===== src/rtl/nfca_sched_pkg.sv =====
// Shared types and constants for the NFC-A frame scheduler: FSM encoding,
// report-beat layout and the synthetic timeout terminator.
package nfca_sched_pkg;

  typedef enum logic [1:0] {
    IDLE      = 2'd0,
    SEND      = 2'd1,
    WAIT_RESP = 2'd2,
    GUARD     = 2'd3
  } sched_state_e;

  localparam int RPT_W = 8 + 4 + 1 + 1;

  typedef struct packed {
    logic [7:0] tdata;
    logic [3:0] tdatab;
    logic       tend;
    logic       terr;
  } rpt_beat_t;

  // End-with-error beat injected when the card never answers
  localparam rpt_beat_t INJ_BEAT = {8'h00, 4'h0, 1'b1, 1'b1};

  function automatic logic [15:0] sat_inc16(input logic [15:0] v);
    return (v == 16'hFFFF) ? v : v + 16'd1;
  endfunction

endpackage


===== src/rtl/nfca_frame_scheduler_if.sv =====
// Stream bundle around the frame scheduler: FIFO-side TX input, controller-side
// TX output, controller report input and report output to the UART formatter.
interface nfca_frame_scheduler_if;

  logic       s_tvalid;
  logic       s_tready;
  logic [7:0] s_tdata;
  logic [3:0] s_tdatab;
  logic       s_tlast;

  logic       m_tvalid;
  logic       m_tready;
  logic [7:0] m_tdata;
  logic [3:0] m_tdatab;
  logic       m_tlast;

  logic       rx_tvalid;
  logic [7:0] rx_tdata;
  logic [3:0] rx_tdatab;
  logic       rx_tend;
  logic       rx_terr;

  logic       o_tvalid;
  logic [7:0] o_tdata;
  logic [3:0] o_tdatab;
  logic       o_tend;
  logic       o_terr;

  // slave: the scheduler; master: the surrounding FIFO/controller/UART side
  modport slave (
    input  s_tvalid, s_tdata, s_tdatab, s_tlast,
    output s_tready,
    output m_tvalid, m_tdata, m_tdatab, m_tlast,
    input  m_tready,
    input  rx_tvalid, rx_tdata, rx_tdatab, rx_tend, rx_terr,
    output o_tvalid, o_tdata, o_tdatab, o_tend, o_terr
  );

  modport master (
    output s_tvalid, s_tdata, s_tdatab, s_tlast,
    input  s_tready,
    input  m_tvalid, m_tdata, m_tdatab, m_tlast,
    output m_tready,
    output rx_tvalid, rx_tdata, rx_tdatab, rx_tend, rx_terr,
    input  o_tvalid, o_tdata, o_tdatab, o_tend, o_terr
  );

endinterface


===== src/rtl/nfca_sched_timer.sv =====
// Loadable down-counter shared by the guard and response-timeout phases.
// Load has priority over decrement; the count stops at zero.
module nfca_sched_timer #(
  parameter int CNT_W = 21
) (
  input  logic             clk,
  input  logic             rst,
  input  logic             load,
  input  logic [CNT_W-1:0] load_val,
  input  logic             dec,
  output logic             zero
);

  logic [CNT_W-1:0] cnt_q;

  always_ff @(posedge clk or posedge rst) begin
    if (rst) begin
      cnt_q <= '0;
    end else if (load) begin
      cnt_q <= load_val;
    end else if (dec && (cnt_q != '0)) begin
      cnt_q <= cnt_q - 1'b1;
    end
  end

  assign zero = (cnt_q == '0);

endmodule


===== src/rtl/nfca_frame_scheduler.sv =====
// Releases one PCD frame at a time to the NFC-A controller, enforces the
// post-response guard time and response timeout, and keeps frame statistics.
//
// state     | meaning
// ----------+-------------------------------------------------------------
// IDLE      | no frame in flight; a waiting FIFO beat starts SEND
// SEND      | FIFO stream passed through to the controller until tlast
// WAIT_RESP | waiting for the report end marker, timeout timer running
// GUARD     | fixed idle gap before the next frame may start
module nfca_frame_scheduler
  import nfca_sched_pkg::*;
#(
  parameter int GUARD_CYCLES   = 8136,     // must be >= 1
  parameter int TIMEOUT_CYCLES = 1627200,
  parameter int CNT_W          = 21
) (
  input  logic                  clk,
  input  logic                  rst,
  nfca_frame_scheduler_if.slave bus,
  output logic                  busy,
  output logic                  timeout_pulse,
  output logic [15:0]           frame_cnt,
  output logic [15:0]           timeout_cnt
);

  localparam logic [CNT_W-1:0] TO_LOAD = CNT_W'(TIMEOUT_CYCLES - 1);
  localparam logic [CNT_W-1:0] GD_LOAD = CNT_W'(GUARD_CYCLES - 1);

  sched_state_e     state_q, state_d;
  logic             tmr_load, tmr_dec, tmr_zero;
  logic [CNT_W-1:0] tmr_val;
  logic             inc_frame, inject;
  logic             s_ready, m_valid;
  logic [RPT_W-1:0] rx_vec;
  rpt_beat_t        rx_beat, o_beat_q;
  logic             o_valid_q;

  nfca_sched_timer #(.CNT_W(CNT_W)) u_timer (
    .clk      (clk),
    .rst      (rst),
    .load     (tmr_load),
    .load_val (tmr_val),
    .dec      (tmr_dec),
    .zero     (tmr_zero)
  );

  always_ff @(posedge clk or posedge rst) begin
    if (rst) begin
      state_q <= IDLE;
    end else begin
      state_q <= state_d;
    end
  end

  always_comb begin
    state_d   = state_q;
    tmr_load  = 1'b0;
    tmr_val   = TO_LOAD;
    tmr_dec   = 1'b0;
    inc_frame = 1'b0;
    inject    = 1'b0;
    s_ready   = 1'b0;
    m_valid   = 1'b0;
    case (state_q)
      IDLE: begin
        if (bus.s_tvalid) state_d = SEND;
      end
      SEND: begin
        m_valid = bus.s_tvalid;
        s_ready = bus.m_tready;
        if (bus.s_tvalid && bus.m_tready && bus.s_tlast) begin
          state_d   = WAIT_RESP;
          tmr_load  = 1'b1;
          tmr_val   = TO_LOAD;
          inc_frame = 1'b1;
        end
      end
      WAIT_RESP: begin
        // A real end marker beats a coinciding expiry, so no double terminator
        if (bus.rx_tvalid && bus.rx_tend) begin
          state_d  = GUARD;
          tmr_load = 1'b1;
          tmr_val  = GD_LOAD;
        end else if (bus.rx_tvalid) begin
          tmr_load = 1'b1;
          tmr_val  = TO_LOAD;
        end else if (tmr_zero) begin
          state_d  = GUARD;
          tmr_load = 1'b1;
          tmr_val  = GD_LOAD;
          inject   = 1'b1;
        end else begin
          tmr_dec = 1'b1;
        end
      end
      GUARD: begin
        if (tmr_zero) state_d = IDLE;
        else          tmr_dec = 1'b1;
      end
      default: state_d = IDLE;
    endcase
  end

  assign bus.s_tready = s_ready;
  assign bus.m_tvalid = m_valid;
  assign bus.m_tdata  = bus.s_tdata;
  assign bus.m_tdatab = bus.s_tdatab;
  assign bus.m_tlast  = bus.s_tlast;

  assign busy = (state_q == SEND) || (state_q == WAIT_RESP);

  assign rx_vec  = {bus.rx_tdata, bus.rx_tdatab, bus.rx_tend, bus.rx_terr};
  assign rx_beat = rx_vec;

  // Report path: one register stage, data fields hold between beats
  always_ff @(posedge clk or posedge rst) begin
    if (rst) begin
      o_valid_q     <= 1'b0;
      o_beat_q      <= '0;
      timeout_pulse <= 1'b0;
    end else begin
      o_valid_q     <= bus.rx_tvalid | inject;
      timeout_pulse <= inject;
      if (bus.rx_tvalid) begin
        o_beat_q <= rx_beat;
      end else if (inject) begin
        o_beat_q <= INJ_BEAT;
      end
    end
  end

  assign bus.o_tvalid = o_valid_q;
  assign bus.o_tdata  = o_beat_q.tdata;
  assign bus.o_tdatab = o_beat_q.tdatab;
  assign bus.o_tend   = o_beat_q.tend;
  assign bus.o_terr   = o_beat_q.terr;

  always_ff @(posedge clk or posedge rst) begin
    if (rst) begin
      frame_cnt   <= 16'd0;
      timeout_cnt <= 16'd0;
    end else begin
      if (inc_frame) frame_cnt   <= sat_inc16(frame_cnt);
      if (inject)    timeout_cnt <= sat_inc16(timeout_cnt);
    end
  end

endmodule

===== src/flat_wrapper.sv =====
// flat-port wrapper written by rule: the top's interface ports become plain ports
module nfca_frame_scheduler_flat import nfca_sched_pkg::*;
#(
  parameter int GUARD_CYCLES   = 8136,                    
  parameter int TIMEOUT_CYCLES = 1627200,
  parameter int CNT_W          = 21
)
  (clk, rst, busy, timeout_pulse, frame_cnt, timeout_cnt, bus_s_tvalid, bus_s_tdata, bus_s_tdatab, bus_s_tlast, bus_s_tready, bus_m_tvalid, bus_m_tdata, bus_m_tdatab, bus_m_tlast, bus_m_tready, bus_rx_tvalid, bus_rx_tdata, bus_rx_tdatab, bus_rx_tend, bus_rx_terr, bus_o_tvalid, bus_o_tdata, bus_o_tdatab, bus_o_tend, bus_o_terr);
  nfca_frame_scheduler_if bus_i ();
  input  logic clk;
  input  logic rst;
  output logic busy;
  output logic timeout_pulse;
  output logic [15:0] frame_cnt;
  output logic [15:0] timeout_cnt;
  input wire logic [$bits(bus_i.s_tvalid)-1:0] bus_s_tvalid;
  input wire logic [$bits(bus_i.s_tdata)-1:0] bus_s_tdata;
  input wire logic [$bits(bus_i.s_tdatab)-1:0] bus_s_tdatab;
  input wire logic [$bits(bus_i.s_tlast)-1:0] bus_s_tlast;
  output wire logic [$bits(bus_i.s_tready)-1:0] bus_s_tready;
  output wire logic [$bits(bus_i.m_tvalid)-1:0] bus_m_tvalid;
  output wire logic [$bits(bus_i.m_tdata)-1:0] bus_m_tdata;
  output wire logic [$bits(bus_i.m_tdatab)-1:0] bus_m_tdatab;
  output wire logic [$bits(bus_i.m_tlast)-1:0] bus_m_tlast;
  input wire logic [$bits(bus_i.m_tready)-1:0] bus_m_tready;
  input wire logic [$bits(bus_i.rx_tvalid)-1:0] bus_rx_tvalid;
  input wire logic [$bits(bus_i.rx_tdata)-1:0] bus_rx_tdata;
  input wire logic [$bits(bus_i.rx_tdatab)-1:0] bus_rx_tdatab;
  input wire logic [$bits(bus_i.rx_tend)-1:0] bus_rx_tend;
  input wire logic [$bits(bus_i.rx_terr)-1:0] bus_rx_terr;
  output wire logic [$bits(bus_i.o_tvalid)-1:0] bus_o_tvalid;
  output wire logic [$bits(bus_i.o_tdata)-1:0] bus_o_tdata;
  output wire logic [$bits(bus_i.o_tdatab)-1:0] bus_o_tdatab;
  output wire logic [$bits(bus_i.o_tend)-1:0] bus_o_tend;
  output wire logic [$bits(bus_i.o_terr)-1:0] bus_o_terr;
  assign bus_i.s_tvalid = bus_s_tvalid;
  assign bus_i.s_tdata = bus_s_tdata;
  assign bus_i.s_tdatab = bus_s_tdatab;
  assign bus_i.s_tlast = bus_s_tlast;
  assign bus_s_tready = bus_i.s_tready;
  assign bus_m_tvalid = bus_i.m_tvalid;
  assign bus_m_tdata = bus_i.m_tdata;
  assign bus_m_tdatab = bus_i.m_tdatab;
  assign bus_m_tlast = bus_i.m_tlast;
  assign bus_i.m_tready = bus_m_tready;
  assign bus_i.rx_tvalid = bus_rx_tvalid;
  assign bus_i.rx_tdata = bus_rx_tdata;
  assign bus_i.rx_tdatab = bus_rx_tdatab;
  assign bus_i.rx_tend = bus_rx_tend;
  assign bus_i.rx_terr = bus_rx_terr;
  assign bus_o_tvalid = bus_i.o_tvalid;
  assign bus_o_tdata = bus_i.o_tdata;
  assign bus_o_tdatab = bus_i.o_tdatab;
  assign bus_o_tend = bus_i.o_tend;
  assign bus_o_terr = bus_i.o_terr;
  nfca_frame_scheduler #(.GUARD_CYCLES(GUARD_CYCLES), .TIMEOUT_CYCLES(TIMEOUT_CYCLES), .CNT_W(CNT_W)) u_core (.clk(clk), .rst(rst), .bus(bus_i), .busy(busy), .timeout_pulse(timeout_pulse), .frame_cnt(frame_cnt), .timeout_cnt(timeout_cnt));
endmodule

===== config.mk =====
export PLATFORM = sky130hd
export DESIGN_NAME = nfca_frame_scheduler_flat
export DESIGN_NICKNAME = d
export VERILOG_FILES = /design/src/rtl/nfca_sched_pkg.sv /design/src/rtl/nfca_frame_scheduler_if.sv /design/src/rtl/nfca_sched_timer.sv /design/src/rtl/nfca_frame_scheduler.sv /design/src/flat_wrapper.sv
export SDC_FILE = /design/constraint.sdc
export NUM_CORES = 1
export LEC_CHECK = 0
export ABC_AREA = 0
export BUFFER_PORTS_ARGS = -buffer_cell sky130_fd_sc_hd__clkbuf_2
export CORE_ASPECT_RATIO = 0.8
export CORE_MARGIN = 8
export CORE_UTILIZATION = 48
export CTS_CLUSTER_SIZE = 10
export DETAILED_ROUTE_END_ITERATION = 8
export GPL_ROUTABILITY_DRIVEN = 0
export HOLD_SLACK_MARGIN = 0.1
export PLACE_DENSITY_LB_ADDON = 0.1
export RECOVER_POWER = 50
export SYNTH_ARGS = -nofsm -noshare
export SYNTH_HDL_FRONTEND = slang
export SYNTH_SLANG_ARGS = --single-unit
export TNS_END_PERCENT = 1

===== constraint.sdc =====
create_clock -name clk -period 2.4 [get_ports clk]
set_input_delay 0.24 -clock clk [delete_from_list [all_inputs] [get_ports clk]]
set_output_delay 0.24 -clock clk [all_outputs]
set_load 0.05 [all_outputs]

==> results of run 1 <==
-- cell usage after synthesis (9+ instances only) --
| cell | count |
|---|---|
| dfrtp_1 | 71 |
| and3_1 | 9 |
| clkbuf_1 | 10 |
| inv_1 | 24 |
| xnor2_1 | 26 |
| nand2_1 | 32 |
| nand3_1 | 23 |
| o31ai_1 | 12 |
| nor4_1 | 11 |
| a21oi_1 | 11 |
| nand4_1 | 13 |
| nor2_1 | 20 |
| nor3_1 | 9 |
| buf_4 | 14 |
| o22a_1 | 10 |
-- power by group through the flow --
stage | sequential (mW) | clock [mW] | combinational, mW
final | 1.23 | 0.966 | 0.200
after global routing | 1.23 | 1.05 | 0.216
after CTS | 1.23 | 1.00 | 0.209
after detailed placement | 1.25 | 0 | 0.194
after global placement | 1.25 | 0 | 0.192
after floorplan | 1.33 | 0 | 0.108
-- critical path, stage by stage, from the launching register on --
cell     delay [ns]
dfrtp_1        0.39
or4_4          0.56
or4_4          0.54
o22ai_2        0.11
buf_4          0.17
o22ai_1        0.09
a221o_1        0.35
-- kinds of logic (layout without fill, tap and decap cells) --
group,Yosys count,count (layout)
AOI/OAI and AO/OA,79,79
muxes,5,5
buffers and inverters,54,177
adders and majority gates,8,8
and+or+nand+nor,151,151
xor gates and xnor gates,30,30
DFF,71,71
-- flip-flops by register name, indices dropped and copies added (netlist names) --
| signal | cells |
|---|---|
| u_core.u_timer.cnt_q | 21 |
| u_core.frame_cnt | 16 |
| u_core.timeout_cnt | 16 |
| u_core.bus.o_tdata | 8 |
| u_core.bus.o_tdatab | 4 |
| u_core.state_q | 2 |
| u_core.bus.o_tend | 1 |
| u_core.bus.o_terr | 1 |
| u_core.bus.o_tvalid | 1 |
| u_core.timeout_pulse | 1 |
-- final cells by class --
cell class	count	area [um^2]
Clock buffer	11	141
Clock inverter	5	57.6
Fill cell	685	2930
Inverter	24	90.1
Multi-Input combinational cell	273	1890
Sequential cell	71	1780
Tap cell	108	135
Timing Repair Buffer	137	858
-- final timing paths --
check | endpoint | slack (ns) | cells after the start
min reg2reg | u_core.frame_cnt[10] | 0.49 | 1
min in group asynchronous | u_core.timeout_cnt[14] | 0.63 | 3
max | u_core.u_timer.cnt_q[4] | 0.07 | 6
min | u_core.bus.o_tdata[3] | 0.11 | 3
max reg2reg | u_core.u_timer.cnt_q[4] | 0.07 | 6
max in group asynchronous | u_core.timeout_pulse | 0.63 | 4
-- placed cells by master, fill, tap and decap left out, types with 3 or more instances in the layout --
master and count:
clkbuf_2 40, and4_1 4, nand2_1 32, o22ai_1 6
o31ai_1 12, inv_1 24, a21oi_1 11, o21ai_0 5
nand3_1 23, nor3_1 8, o22a_1 10, and2_1 6
xor2_1 4, clkinvlp_4 3, a221o_1 5, dlygate4sd3_1 11
buf_4 49, nor2b_1 4, or4_4 3, and3_1 9
nor4_1 9, mux2_2 3, clkbuf_1 34, nand2b_1 4
nor2_1 20, clkbuf_8 10, nand4_1 13, ha_1 8
a31oi_1 8, dfrtp_1 71, xnor2_1 26
-- metal layers --
layer	part of all wire, %	vias up	GRT usage (%)	wire length (um)
met3	7.1	13	5.22	714
met2	44	118	28.9	4470
met4	1.2	0	4.95	117
met5	0	-	0	0
met1	47	1682	24.8	4750
li1	-	1685	-	-
-- what timing repair did --
action                     CTS  global route
cloned                       1             0
resized for setup            4             9
hold buffers                11             0
hold endpoints to repair    32             0
pin swaps                    1             1
setup endpoints to repair   11            18
==> results.tsv, run 1 <==
metric	value	unit
register bit total from synthesis	71	
register area share after synthesis	45.8	%
Post-Syn Instances	398	
combinational family with the most area after synthesis	simple AND/OR/NAND/NOR gates	
Final min period	2.33	ns
Cell Area, Synth	0.00388	mm^2
CTS buffer count	9	
Worst setup EP type	register	
final worst-path cycle share	97.0	%
CTS clk-pin slew, worst paths	0.08	ns
buffers added on ports	71	
worst-case vdd ir drop	0.000278	V
Critical Path Fanout Max	7	
TNS Setup	0	ns
part of the power in the clock network	40.3	%
Rows	29	
Sequential Power Share	51.3	%
Worst Hold Class	in -> reg	
total wire length	10100	um
status	finished, final reports clean	
fin area	0.00495	mm^2
area leader, netlist	dfrtp_1	
Max Clk Rate	430	MHz
clk_lat worst skew	0.35	ns
ys flop type	dfrtp_1	
Root Buffer	clkbuf_8	
Max-cap violations	0	
initial antenna violation count	0	
H-tree lvl count	3	
Switch Pwr	0.621	mW
vias per cell	5.56	
Power Density	484	mW/mm^2
total power	2.39	mW
mux share of post-synthesis cell area	1.39	%
Die W	116	um
wire length of the first global-routing pass	16400	um
largest cells by area after synthesis	dfrtp_1 (46%), xnor2_1 (5.9%), nand2_1 (3.1%)	
overflow left after global routing	0	
worst setup path start	u_core.u_timer.cnt_q[15]	
share of layout cells above drive strength 1	24.4	%
largest net degree at the start of global routing	27	
CTS Buffer Depth	2	
final setup violation count	0	
I/O pin cnt	96	
Post-synth EDFFs	0	
Detailed Place HPWL	7300	um
RSZ-0062 raised after global routing	yes	
PnR worst setup slack	0.0731	ns
antenna-violating nets left	0	
WL/cell	16.0	um
critical path class	reg -> reg	
drt first-iter violations	203	
leakage	2.22	nW
core box area	0.00787	mm^2
RR Startpoint	u_core.u_timer.cnt_q[15]	
DRT Pass-1 Iters	5	
die span in y	96.4	um
Placement Cell Area	0.00461	mm^2
CTS tree	done	
Starting Density	49.2	%
area grow syn2layout	27.6	%
Hold Slack	0.112	ns
Post-Synth XOR/XNOR Area	6.78	%
Worst slew margin	37.3	%
Final Max Tran Viols	0	
Comb pwr share	8.3	%
Setup Buffers After CTS	0	
Clock Skews	0.00870	ns
Worst Path Required	2.64	ns
Synth Area in Adders	2.58	%
vias in the first global route	3338	
Int Power	1.77	mW
startpoint type of the worst setup path	register	
top cell type's share of synthesized area	45.8	%
switching share of power	25.9	%
die area	0.0112	mm^2
Hold Path Origin	bus_rx_tdata[3]	
fin util	62.8	%
worst slack, placed	-0.0627	ns
post-synth cell types	55	
CP arrival	2.56	ns
# placed instances	601	
Worst-Margin Slew	0.940	ns
Final Hold Viols	0	
warning count from the yosys run	0	
non-filler cells, final	629	
Syn Nets	438	
Vias	3498	
Mapped Avg Cell Area	9.74	um^2
complex-gate fraction of the synthesized area	15.3	%
Residual DRC	0	
# diodes	0	
nets	556	
Post-synth ARST share	100	%
Total GRT Usage	18.5	%
post-synthesis simple-gate area fraction	21.0	%
clk sinks	71	
Power figures use the tool's default switching activity.
==> run 2: changes to the inputs <==
--- a/config.mk
+++ b/config.mk
@@ -15,7 +15,7 @@
 export GPL_ROUTABILITY_DRIVEN = 0
 export HOLD_SLACK_MARGIN = 0.1
 export PLACE_DENSITY_LB_ADDON = 0.1
-export RECOVER_POWER = 50
+export SLEW_MARGIN = 20
 export SYNTH_ARGS = -nofsm -noshare
 export SYNTH_HDL_FRONTEND = slang
 export SYNTH_SLANG_ARGS = --single-unit
==> run 2 against run 1 <==
Effect of this change: design area up 0.94%; cell count unchanged; sequential share of layout area down 0.33 points; non-clock buffer count unchanged; clock skew up 0.0012 ns; die area unchanged; combinational power up 3%; sequential cell count unchanged; first-iteration DRC count up 12%; power up 0.48%.
==> results.tsv, run 2 (synthesis gave the netlist of run 1 again) <==
metric	value	unit
status	finished, final reports clean	
vias per cell	5.57	
most frequent cells in the layout	clkbuf_2 (71), dfrtp_1 (71), buf_4 (51)	
Max Clk Rate	427	MHz
worst-case vdd ir drop	0.000281	V
H-tree lvl count	3	
Worst setup EP type	register	
nets	556	
startpoint type of the worst setup path	register	
Critical Path Fanout Max	7	
Detailed Place HPWL	7300	um
CTS Buffer Depth	2	
PnR worst setup slack	0.0599	ns
die area	0.0112	mm^2
clk_lat worst skew	0.35	ns
Starting Density	49.2	%
DRT Pass-1 Iters	5	
largest net degree at the start of global routing	27	
die span in y	96.4	um
WL/cell	16.0	um
Worst-Margin Slew	0.582	ns
Residual DRC	0	
Worst Path Required	2.64	ns
Filler Cells Inserted	667	
Final min period	2.34	ns
largest register by flop count	u_core.u_timer.cnt_q	
Placement Cell Area	0.00461	mm^2
M2 GR Usage	28.9	%
Rows	29	
buffers added on ports	71	
Root Buffer	clkbuf_8	
Worst setup endpoint	u_core.u_timer.cnt_q[4]	
most used routing layer	met2	
I/O pin cnt	96	
overflow left after global routing	0	
global-route track usage on met3	5.22	%
worst slack, placed	-0.0627	ns
number of cells on the worst reg-to-reg path	6	
core box area	0.00787	mm^2
Worst slew margin	60.8	%
area grow syn2layout	28.8	%
total wire length	10100	um
top flop regs	u_core.u_timer.cnt_q x21, u_core.frame_cnt x16, u_core.timeout_cnt x16	
Worst Hold Class	in -> reg	
fin area	0.00499	mm^2
wire length of the first global-routing pass	16400	um
vias in the first global route	3338	
Total GRT Usage	18.5	%
CTS tree	done	
Worst R2R End	u_core.u_timer.cnt_q[4]	
total power	2.41	mW
leakage	2.33	nW
Power Density	482	mW/mm^2
Setup Buffers After CTS	0	
max reg flops	21	
initial antenna violation count	0	
Die W	116	um
CP arrival	2.58	ns
final setup violation count	0	
clk sinks	71	
Clock Skews	0.00992	ns
fin util	63.4	%
met1 Use GR	24.8	%
CTS clk-pin slew, worst paths	0.08	ns
worst setup path start	u_core.u_timer.cnt_q[15]	
RSZ-0062 raised after global routing	yes	
RR Startpoint	u_core.u_timer.cnt_q[15]	
CTS buffer count	9	
Final Hold Viols	0	
Max-cap violations	0	
share of layout cells above drive strength 1	30.9	%
R2R Setup Slk	0.06	ns
Vias	3505	
critical path class	reg -> reg	
TNS Setup	0	ns
antenna-violating nets left	0	
# diodes	0	
final worst-path cycle share	97.5	%
drt first-iter violations	228	
Final Max Tran Viols	0	
run 2: cell count changes in the layout (fill, tap and decap cells not counted), sizes merged:
cell / change
buf: +2
clkbuf: -2
run 2: worst max-delay path, stage by stage (launching register included):
cell,delay [ns]
dfrtp_1,0.39
or4_4,0.56
or4_4,0.55
o22ai_2,0.11
buf_4,0.18
o22ai_1,0.09
a221o_1,0.36
run 2: area by class of cell:
| cell class | instances | area, um^2 | share of cell area, % |
|---|---|---|---|
| Clock buffer | 11 | 141 | 2.83 |
| Clock inverter | 5 | 57.6 | 1.15 |
| Inverter | 24 | 90.1 | 1.80 |
| Multi-Input combinational cell | 273 | 1890 | 37.8 |
| Sequential cell | 71 | 1780 | 35.6 |
| Tap cell | 108 | 135 | 2.71 |
| Timing Repair Buffer | 137 | 905 | 18.1 |
run 2: per-stage QoR:
step / hold WS, ns / instances
2_1_floorplan: 0.359 / 398
3_3_place_gp: 0.281 / 601
3_5_place_dp: 0.293 / 601
4_1_cts: 0.100 / 629
5_1_grt: 0.107 / 629
6_report: 0.112 / 629
run 2: what timing repair did:
action | 4_1_cts | 5_1_grt
hold endpoints to repair | 32 | 0
gates cloned | 1 | 0
resized for setup | 4 | 9
hold buffers | 11 | 0
setup endpoints to repair | 11 | 18
pin swaps | 1 | 1
run 2: how the worst min path moves through the flow:
stage          depth (start not counted)  slack [ns]             from               endpoint
2_1_floorplan                          2        0.36  bus_rx_tdata[0]  u_core.bus.o_tdata[0]
3_3_place_gp                           2        0.28              rst      u_core.state_q[0]
3_5_place_dp                           2        0.29              rst      u_core.state_q[0]
4_1_cts                                3        0.10  bus_rx_tdata[3]  u_core.bus.o_tdata[3]
5_1_grt                                3        0.11  bus_rx_tdata[3]  u_core.bus.o_tdata[3]
6_report                               3        0.11  bus_rx_tdata[3]  u_core.bus.o_tdata[3]
run 2: layer usage:
metal	part of all wire, %	vias up
met1	47	1684
met2	45	120
met5	0	-
met4	1.3	0
li1	-	1685
met3	7.2	16
run 2: report_power, final:
group          total (mW)  switching, mW  internal [mW]
combinational       0.207          0.150         0.0564
clock               0.971          0.464          0.507
sequential           1.23         0.0116           1.22
total                2.41          0.626           1.78
